<file path="src/rtl/md_ctrl_pkg.sv">
// rtl/md_ctrl_pkg.sv - state codes, opcode/funct constants and select encodings for md_ctrl
package md_ctrl_pkg;

  typedef enum logic [4:0] {
    S_IF  = 5'd0,
    S_ID  = 5'd1,
    S_MA  = 5'd2,
    S_MR  = 5'd3,
    S_LWB = 5'd4,
    S_MW  = 5'd5,
    S_RX  = 5'd6,
    S_RWB = 5'd7,
    S_IX  = 5'd8,
    S_IWB = 5'd9,
    S_BR  = 5'd10,
    S_J   = 5'd11,
    S_JAL = 5'd12,
    S_JR  = 5'd13,
    S_LUI = 5'd14
  } state_e;

  // Instruction classes produced by the decoder; each maps to one ID dispatch target
  typedef enum logic [3:0] {
    C_ILL, C_MEM, C_R, C_JR, C_BR, C_J, C_JAL, C_IMM, C_LUI
  } iclass_e;

  localparam logic [5:0] OP_RTYPE = 6'h00;
  localparam logic [5:0] OP_J     = 6'h02;
  localparam logic [5:0] OP_JAL   = 6'h03;
  localparam logic [5:0] OP_BEQ   = 6'h04;
  localparam logic [5:0] OP_BNE   = 6'h05;
  localparam logic [5:0] OP_ADDI  = 6'h08;
  localparam logic [5:0] OP_SLTI  = 6'h0A;
  localparam logic [5:0] OP_ANDI  = 6'h0C;
  localparam logic [5:0] OP_ORI   = 6'h0D;
  localparam logic [5:0] OP_XORI  = 6'h0E;
  localparam logic [5:0] OP_LUI   = 6'h0F;
  localparam logic [5:0] OP_LW    = 6'h23;
  localparam logic [5:0] OP_SW    = 6'h2B;

  localparam logic [5:0] FN_SRL = 6'h02;
  localparam logic [5:0] FN_JR  = 6'h08;
  localparam logic [5:0] FN_ADD = 6'h20;
  localparam logic [5:0] FN_SUB = 6'h22;
  localparam logic [5:0] FN_AND = 6'h24;
  localparam logic [5:0] FN_OR  = 6'h25;
  localparam logic [5:0] FN_XOR = 6'h26;
  localparam logic [5:0] FN_NOR = 6'h27;
  localparam logic [5:0] FN_SLT = 6'h2A;

  localparam logic [2:0] ALU_AND = 3'b000;
  localparam logic [2:0] ALU_OR  = 3'b001;
  localparam logic [2:0] ALU_ADD = 3'b010;
  localparam logic [2:0] ALU_XOR = 3'b011;
  localparam logic [2:0] ALU_NOR = 3'b100;
  localparam logic [2:0] ALU_SRL = 3'b101;
  localparam logic [2:0] ALU_SUB = 3'b110;
  localparam logic [2:0] ALU_SLT = 3'b111;

  localparam logic [1:0] PCS_ALU    = 2'd0;
  localparam logic [1:0] PCS_ALUOUT = 2'd1;
  localparam logic [1:0] PCS_JUMP   = 2'd2;
  localparam logic [1:0] PCS_RS     = 2'd3;

  localparam logic [1:0] SRCA_PC    = 2'd0;
  localparam logic [1:0] SRCA_RS    = 2'd1;
  localparam logic [1:0] SRCA_SHAMT = 2'd2;

  localparam logic [2:0] SRCB_RT    = 3'd0;
  localparam logic [2:0] SRCB_FOUR  = 3'd1;
  localparam logic [2:0] SRCB_SEXT  = 3'd2;
  localparam logic [2:0] SRCB_SEXT2 = 3'd3;
  localparam logic [2:0] SRCB_ZEXT  = 3'd4;

  localparam logic [1:0] DST_RT = 2'd0;
  localparam logic [1:0] DST_RD = 2'd1;
  localparam logic [1:0] DST_RA = 2'd2;

  localparam logic [1:0] M2R_ALUOUT = 2'd0;
  localparam logic [1:0] M2R_MDR    = 2'd1;
  localparam logic [1:0] M2R_LUI    = 2'd2;
  localparam logic [1:0] M2R_PC     = 2'd3;

  // Every control output of the unit, kept together so reset gating is one assignment
  typedef struct packed {
    logic       pc_write;
    logic       pc_write_cond;
    logic       branch;
    logic       iord;
    logic       ir_write;
    logic       reg_write;
    logic [1:0] pc_source;
    logic [1:0] alu_src_a;
    logic [2:0] alu_src_b;
    logic [1:0] reg_dst;
    logic [1:0] mem_to_reg;
    logic [2:0] alu_op;
    logic       mem_read;
    logic       mem_write;
    logic       exc_ovf;
    logic       ill_inst;
  } ctrl_t;

endpackage

</file>
<file path="src/rtl/md_ctrl_decode.sv">
// rtl/md_ctrl_decode.sv - opcode/funct to instruction class, ALU op and ALUSrcB select
module md_ctrl_decode
  import md_ctrl_pkg::*;
(
  input  logic [5:0] opcode_i,
  input  logic [5:0] funct_i,
  output iclass_e    iclass_o,
  output logic [2:0] alu_op_o,
  output logic [2:0] alu_src_b_o,
  output logic       ovf_chk_o,
  output logic       is_srl_o
);

  // Classify the instruction; unknown R-type functs are treated as illegal like unknown opcodes
  always_comb begin
    iclass_o    = C_ILL;
    alu_op_o    = ALU_ADD;
    alu_src_b_o = SRCB_RT;
    ovf_chk_o   = 1'b0;
    is_srl_o    = 1'b0;
    case (opcode_i)
      OP_RTYPE: begin
        iclass_o = C_R;
        case (funct_i)
          FN_ADD: begin alu_op_o = ALU_ADD; ovf_chk_o = 1'b1; end
          FN_SUB: begin alu_op_o = ALU_SUB; ovf_chk_o = 1'b1; end
          FN_AND: alu_op_o = ALU_AND;
          FN_OR:  alu_op_o = ALU_OR;
          FN_XOR: alu_op_o = ALU_XOR;
          FN_NOR: alu_op_o = ALU_NOR;
          FN_SLT: alu_op_o = ALU_SLT;
          FN_SRL: begin alu_op_o = ALU_SRL; is_srl_o = 1'b1; end
          FN_JR:  iclass_o = C_JR;
          default: iclass_o = C_ILL;
        endcase
      end
      OP_LW, OP_SW:   iclass_o = C_MEM;
      OP_BEQ, OP_BNE: begin iclass_o = C_BR; alu_op_o = ALU_SUB; end
      OP_J:           iclass_o = C_J;
      OP_JAL:         iclass_o = C_JAL;
      OP_LUI:         iclass_o = C_LUI;
      OP_ADDI: begin iclass_o = C_IMM; alu_op_o = ALU_ADD; alu_src_b_o = SRCB_SEXT; ovf_chk_o = 1'b1; end
      OP_SLTI: begin iclass_o = C_IMM; alu_op_o = ALU_SLT; alu_src_b_o = SRCB_SEXT; end
      OP_ANDI: begin iclass_o = C_IMM; alu_op_o = ALU_AND; alu_src_b_o = SRCB_ZEXT; end
      OP_ORI:  begin iclass_o = C_IMM; alu_op_o = ALU_OR;  alu_src_b_o = SRCB_ZEXT; end
      OP_XORI: begin iclass_o = C_IMM; alu_op_o = ALU_XOR; alu_src_b_o = SRCB_ZEXT; end
      default: iclass_o = C_ILL;
    endcase
  end

endmodule

</file>
<file path="src/rtl/md_ctrl.sv">
// rtl/md_ctrl.sv - multi-cycle MIPS control FSM driving datapath selects and bus strobes
module md_ctrl
  import md_ctrl_pkg::*;
#(
  parameter bit OVF_TRAP = 1'b1
) (
  input  logic        clk,
  input  logic        reset,
  input  logic [31:0] Inst,
  input  logic        zero,
  input  logic        overflow,
  input  logic        MIO_ready,
  output logic        PCWrite,
  output logic        PCWriteCond,
  output logic        Branch,
  output logic        IorD,
  output logic        IRWrite,
  output logic        RegWrite,
  output logic [1:0]  PCSource,
  output logic [1:0]  ALUSrcA,
  output logic [2:0]  ALUSrcB,
  output logic [1:0]  RegDst,
  output logic [1:0]  MemtoReg,
  output logic [2:0]  ALU_operation,
  output logic        MemRead,
  output logic        MemWrite,
  output logic        exc_ovf,
  output logic        ill_inst,
  output logic [4:0]  state
);

  state_e     state_q, state_d;
  ctrl_t      c;
  iclass_e    iclass;
  logic [2:0] dec_alu_op;
  logic [2:0] dec_src_b;
  logic       dec_ovf_chk;
  logic       dec_is_srl;
  logic [5:0] opcode;
  logic [5:0] funct;

  // zero is consumed by the datapath's branch gating; register fields only matter there too
  logic unused_bits;
  assign unused_bits = ^{zero, Inst[25:6]};

  assign opcode = Inst[31:26];
  assign funct  = Inst[5:0];

  md_ctrl_decode u_decode (
    .opcode_i    (opcode),
    .funct_i     (funct),
    .iclass_o    (iclass),
    .alu_op_o    (dec_alu_op),
    .alu_src_b_o (dec_src_b),
    .ovf_chk_o   (dec_ovf_chk),
    .is_srl_o    (dec_is_srl)
  );

  // State register; reset drops straight back to fetch, aborting any instruction in flight
  always_ff @(posedge clk or negedge reset) begin
    if (!reset) state_q <= S_IF;
    else        state_q <= state_d;
  end

  // Next-state and Moore output decode; outputs are zeroed while reset is held low
  always_comb begin
    c       = '0;
    state_d = S_IF;
    case (state_q)
      S_IF: begin
        c.mem_read  = 1'b1;
        c.alu_src_a = SRCA_PC;
        c.alu_src_b = SRCB_FOUR;
        c.alu_op    = ALU_ADD;
        c.pc_source = PCS_ALU;
        c.ir_write  = MIO_ready;
        c.pc_write  = MIO_ready;
        state_d     = MIO_ready ? S_ID : S_IF;
      end
      S_ID: begin
        c.alu_src_a = SRCA_PC;
        c.alu_src_b = SRCB_SEXT2;
        c.alu_op    = ALU_ADD;
        case (iclass)
          C_MEM:   state_d = S_MA;
          C_R:     state_d = S_RX;
          C_JR:    state_d = S_JR;
          C_BR:    state_d = S_BR;
          C_J:     state_d = S_J;
          C_JAL:   state_d = S_JAL;
          C_IMM:   state_d = S_IX;
          C_LUI:   state_d = S_LUI;
          default: begin c.ill_inst = 1'b1; state_d = S_IF; end
        endcase
      end
      S_MA: begin
        c.alu_src_a = SRCA_RS;
        c.alu_src_b = SRCB_SEXT;
        c.alu_op    = ALU_ADD;
        state_d     = (opcode == OP_LW) ? S_MR : S_MW;
      end
      S_MR: begin
        c.iord     = 1'b1;
        c.mem_read = 1'b1;
        state_d    = MIO_ready ? S_LWB : S_MR;
      end
      S_LWB: begin
        c.reg_dst    = DST_RT;
        c.mem_to_reg = M2R_MDR;
        c.reg_write  = 1'b1;
      end
      S_MW: begin
        c.iord      = 1'b1;
        c.mem_write = 1'b1;
        state_d     = MIO_ready ? S_IF : S_MW;
      end
      S_RX, S_IX: begin
        c.alu_src_a = (state_q == S_RX && dec_is_srl) ? SRCA_SHAMT : SRCA_RS;
        c.alu_src_b = (state_q == S_RX) ? SRCB_RT : dec_src_b;
        c.alu_op    = dec_alu_op;
        if (OVF_TRAP && dec_ovf_chk && overflow) begin
          c.exc_ovf = 1'b1;
          state_d   = S_IF;
        end else begin
          state_d   = (state_q == S_RX) ? S_RWB : S_IWB;
        end
      end
      S_RWB: begin
        c.reg_dst    = DST_RD;
        c.mem_to_reg = M2R_ALUOUT;
        c.reg_write  = 1'b1;
      end
      S_IWB: begin
        c.reg_dst    = DST_RT;
        c.mem_to_reg = M2R_ALUOUT;
        c.reg_write  = 1'b1;
      end
      S_BR: begin
        c.alu_src_a     = SRCA_RS;
        c.alu_src_b     = SRCB_RT;
        c.alu_op        = ALU_SUB;
        c.pc_write_cond = 1'b1;
        c.branch        = (opcode == OP_BEQ);
        c.pc_source     = PCS_ALUOUT;
      end
      S_J: begin
        c.pc_source = PCS_JUMP;
        c.pc_write  = 1'b1;
      end
      S_JAL: begin
        c.pc_source  = PCS_JUMP;
        c.pc_write   = 1'b1;
        c.reg_dst    = DST_RA;
        c.mem_to_reg = M2R_PC;
        c.reg_write  = 1'b1;
      end
      S_JR: begin
        c.alu_src_a = SRCA_RS;
        c.pc_source = PCS_RS;
        c.pc_write  = 1'b1;
      end
      S_LUI: begin
        c.reg_dst    = DST_RT;
        c.mem_to_reg = M2R_LUI;
        c.reg_write  = 1'b1;
      end
      default: begin
        c       = '0;
        state_d = S_IF;
      end
    endcase
    if (!reset) c = '0;
  end

  assign PCWrite       = c.pc_write;
  assign PCWriteCond   = c.pc_write_cond;
  assign Branch        = c.branch;
  assign IorD          = c.iord;
  assign IRWrite       = c.ir_write;
  assign RegWrite      = c.reg_write;
  assign PCSource      = c.pc_source;
  assign ALUSrcA       = c.alu_src_a;
  assign ALUSrcB       = c.alu_src_b;
  assign RegDst        = c.reg_dst;
  assign MemtoReg      = c.mem_to_reg;
  assign ALU_operation = c.alu_op;
  assign MemRead       = c.mem_read;
  assign MemWrite      = c.mem_write;
  assign exc_ovf       = c.exc_ovf;
  assign ill_inst      = c.ill_inst;
  assign state         = state_q;

endmodule

</file>
<file path="config.mk">
export PLATFORM = sky130hd
export DESIGN_NAME = md_ctrl
export DESIGN_NICKNAME = d
export VERILOG_FILES = /design/src/rtl/md_ctrl_pkg.sv /design/src/rtl/md_ctrl_decode.sv /design/src/rtl/md_ctrl.sv
export SDC_FILE = /design/constraint.sdc
export NUM_CORES = 1
export LEC_CHECK = 0
export BUFFER_PORTS_ARGS = -buffer_cell sky130_fd_sc_hd__buf_2
export CORE_AREA = 5 5 55 57
export DETAILED_ROUTE_END_ITERATION = 16
export DIE_AREA = 0 0 60 62
export GPL_ROUTABILITY_DRIVEN = 0
export GPL_TIMING_DRIVEN = 0
export HOLD_SLACK_MARGIN = 0.06
export MAX_ROUTING_LAYER = met4
export PLACE_DENSITY = 0.85
export SYNTH_ARGS = -nofsm -noshare
export SYNTH_HDL_FRONTEND = slang
export SYNTH_SLANG_ARGS = --single-unit
export TNS_END_PERCENT = 10
</file>
<file path="constraint.sdc">
create_clock -name clk -period 5.1 [get_ports clk]
set_input_delay 0.765 -clock clk [delete_from_list [all_inputs] [get_ports clk]]
set_output_delay 0.765 -clock clk [all_outputs]
set_load 0.01 [all_outputs]
</file>
==> impl_metrics.ini <==
[synthesis]
synth_top_cell_by_area = nor2_1
synth_cell_types = 53
async_reset_ff_share_pct = 100.0
syn-num-nets = 226
synth-seq-cells = 4
synth.area.top_cells = nor2_1, dfrtp_1, nand2_1, a21oi_1, nor3_1
synthFlopType = dfrtp_1
syn_area_um2 = 1151
netlist_instances = 189
ys_warn_count = 0
synth-edff-count = 0
avgSynthCellArea_um2 = 6.090
synth.top_cell.area_share_pct = 9.783
ys_seq_area_share_pct = 8.696

[grt]
track_usage_pct = 22.10
grt_antenna_before_repair = 0
grt_first_pass_wirelength_um = 6196
grt_max_degree = 11
gr-total-overflow = 0
grt_pass1_vias = 1443

[place]
dp_hpwl_um = 2961
port-buffer-count = 42

[power]
p_comb_share_pct = 78.1
p_sw_share_pct = 55.90
power.internal_mw = 0.1931
p_leak_nw = 0.6393
power_frac_seq_pct = 12.1
clkPwrFrac_pct = 9.9
power_density_nw_per_um2 = 308.1
total_power_mw = 0.4380
p_switching_mw = 0.2448
peakVddDrop_v = 0.0002288

[setup_path]
worst-r2r-cell-count = 7
cp-start-kind = input pin
r2r-start = state[0]$_DFF_PN0_
critPathKind = input pin to output pin
r2r-end = state[0]$_DFF_PN0_
rrSetupSlack_ps = 3370
arrival_ps = 2430
required_ps = 4340
cp-end-kind = output pin
critPathMaxFanout = 6

[final_layout]
largest_reg_flops = 4
nets = 273
fillerInstances = 267
antenna_cells = 0
synthToLayoutAreaGrowth_pct = 23.48
layout-drive-gt1-share_pct = 25.21

[die]
rows = 18
ios = 66
initial_core_util_pct = 47.33
dieArea_um2 = 3720
core_area_um2 = 2432
die_y_um = 62
die_w_um = 60

[cts]
ctsResizeCount = 0
clock_latency_ps = 250
clock-root-buffer = clkbuf_4
cts_made_buffers = 3
clockBufferDepth = 2
cts.hold.buffers_added = 0
cts_setup_buffers = 0
cts.reportedPaths.clkPinSlew_ps = 50
cts_max_level = 1
cts_tree = done
numClockSinks = 4

[timing]
report.final.slew_viol_count = 0
fin_crit_sh_pct = 62.60
hold_violations = 0
fin_skew_ps = 12.51
clock.fmax_mhz = 313.2
rsz0062_at_grt = no
fin_tns_setup_ps = 0
worstMarginPinSlew_ps = 581.1
setup_violations = 0
max_slew_margin_pct = 61.22
period_minus_slack_ps = 3193

[detailed_routing]
drt-vias-per-instance = 5.996
wl_per_cell_um = 14.26
drt_iter0_drc = 98
vias = 1583
post-route-drc-count = 0
drtAntennaViolNets = 0
routed_wl_um = 3764
first_pass_iters = 5

[flow_run]
drv_cap = 0

[outcome]
status = complete, no violations

[min_path]
hp-class = input pin to async pin
## per-stage QoR
step	hold WS (ps)	cell area [um2]	instances	util (%)	worst slack [ps]
after floorplan	469.4	1151	189	-	2186
after global placement	579.1	1399	261	57.51	1926
after detailed placement	585.9	1399	261	57.51	1907
after CTS	320.7	1421	264	58.44	1904
after global routing	323.7	1421	264	58.44	1782
final	317.1	1421	264	58.44	1907
## how the worst max path moves through the flow
stage	startpoint	to	slack, ps	cells after the start
CTS	Inst[26]	ALUSrcA[0]	1900	8
detailed placement	Inst[26]	ALUSrcA[0]	1910	8
floorplan	Inst[29]	ALUSrcA[0]	2190	7
global placement	Inst[26]	ALUSrcA[0]	1930	8
finish	Inst[26]	ALUSrcA[0]	1910	8
global route	Inst[30]	exc_ovf	1780	7
## layout make-up
cell class | instances | area [um2] | share of cell area, %
inverter | 5 | 18.77 | 1.320
timing repair buffer | 42 | 210.2 | 14.79
buffer | 15 | 75.07 | 5.282
sequential | 4 | 100.1 | 7.042
clock buffer | 3 | 22.52 | 1.585
multi-input combinational | 165 | 957.2 | 67.34
tap | 30 | 37.54 | 2.641
## cells in the mapped netlist (3+ instances only)
master    count
or3_1         3
nor4_1        3
dfrtp_1       4
buf_2         3
clkbuf_1      7
nand2_1      22
nor3_1       10
nor2b_1       7
o31ai_1       3
a31oi_1       5
nand3_1       4
o22ai_1       6
inv_1         5
o21ai_0      10
nand2b_1      7
mux2i_1       4
a21oi_1      13
nor2_1       30
## cell usage in the layout, fill, tap and decap left out, types with 2 or more instances in the layout
cell type  instances
nor2_1            30
a31oi_1            5
or3_1              3
buf_2             45
nand3b_1           2
nor2b_1            7
nand2_1           22
buf_1              2
o22ai_1            6
nand3_1            4
inv_1              5
mux2i_1            4
a21oi_1           13
dfrtp_1            4
nand2b_1           7
clkbuf_1           7
and2_1             2
o21bai_1           2
clkbuf_4           3
o21ai_0           10
o211ai_1           2
nor3_1            10
a22oi_1            2
buf_4              2
o31ai_1            3
a211oi_1           2
nor4_1             3
## power groups by stage
stage / Combinational [mW] / Sequential, mW / Clock (mW)
2_1_floorplan: 0.226 / 0.0579 / 0
3_3_place_gp: 0.330 / 0.0520 / 0
3_5_place_dp: 0.334 / 0.0534 / 0
4_1_cts: 0.337 / 0.0529 / 0.0431
5_1_grt: 0.375 / 0.0553 / 0.0465
6_report: 0.342 / 0.0529 / 0.0432
## kinds of logic (layout without fill, tap and decap cells)
family / Yosys count / count (layout) / synth area share (%)
other cells: 1 / 1 / 0.3258
simple gates: 101 / 101 / 45.65
compound gates: 57 / 57 / 31.96
flops: 4 / 4 / 8.696
xor+xnor: 1 / 1 / 0.7610
mux: 5 / 5 / 4.457
buf+inv: 20 / 65 / 8.152
## metal layers
metal | routed length (um) | track usage (%) | part of all wire [%] | up-vias
li1 | - | - | - | 782
met1 | 1554 | 26.17 | 41 | 702
met2 | 1775 | 36.27 | 47 | 86
met3 | 361 | 2.686 | 9.6 | 13
met4 | 72 | 12.34 | 1.9 | 0
met5 | 0 | - | 0 | -
## worst max-delay path, stage by stage
cell,delay [ps]
buf_2,130
or4_4,550
or2_4,260
nor4b_4,240
o21ai_1,90
a21oi_1,140
o22ai_1,100
buf_2,150
No activity file was read; power rests on OpenSTA's default activity.
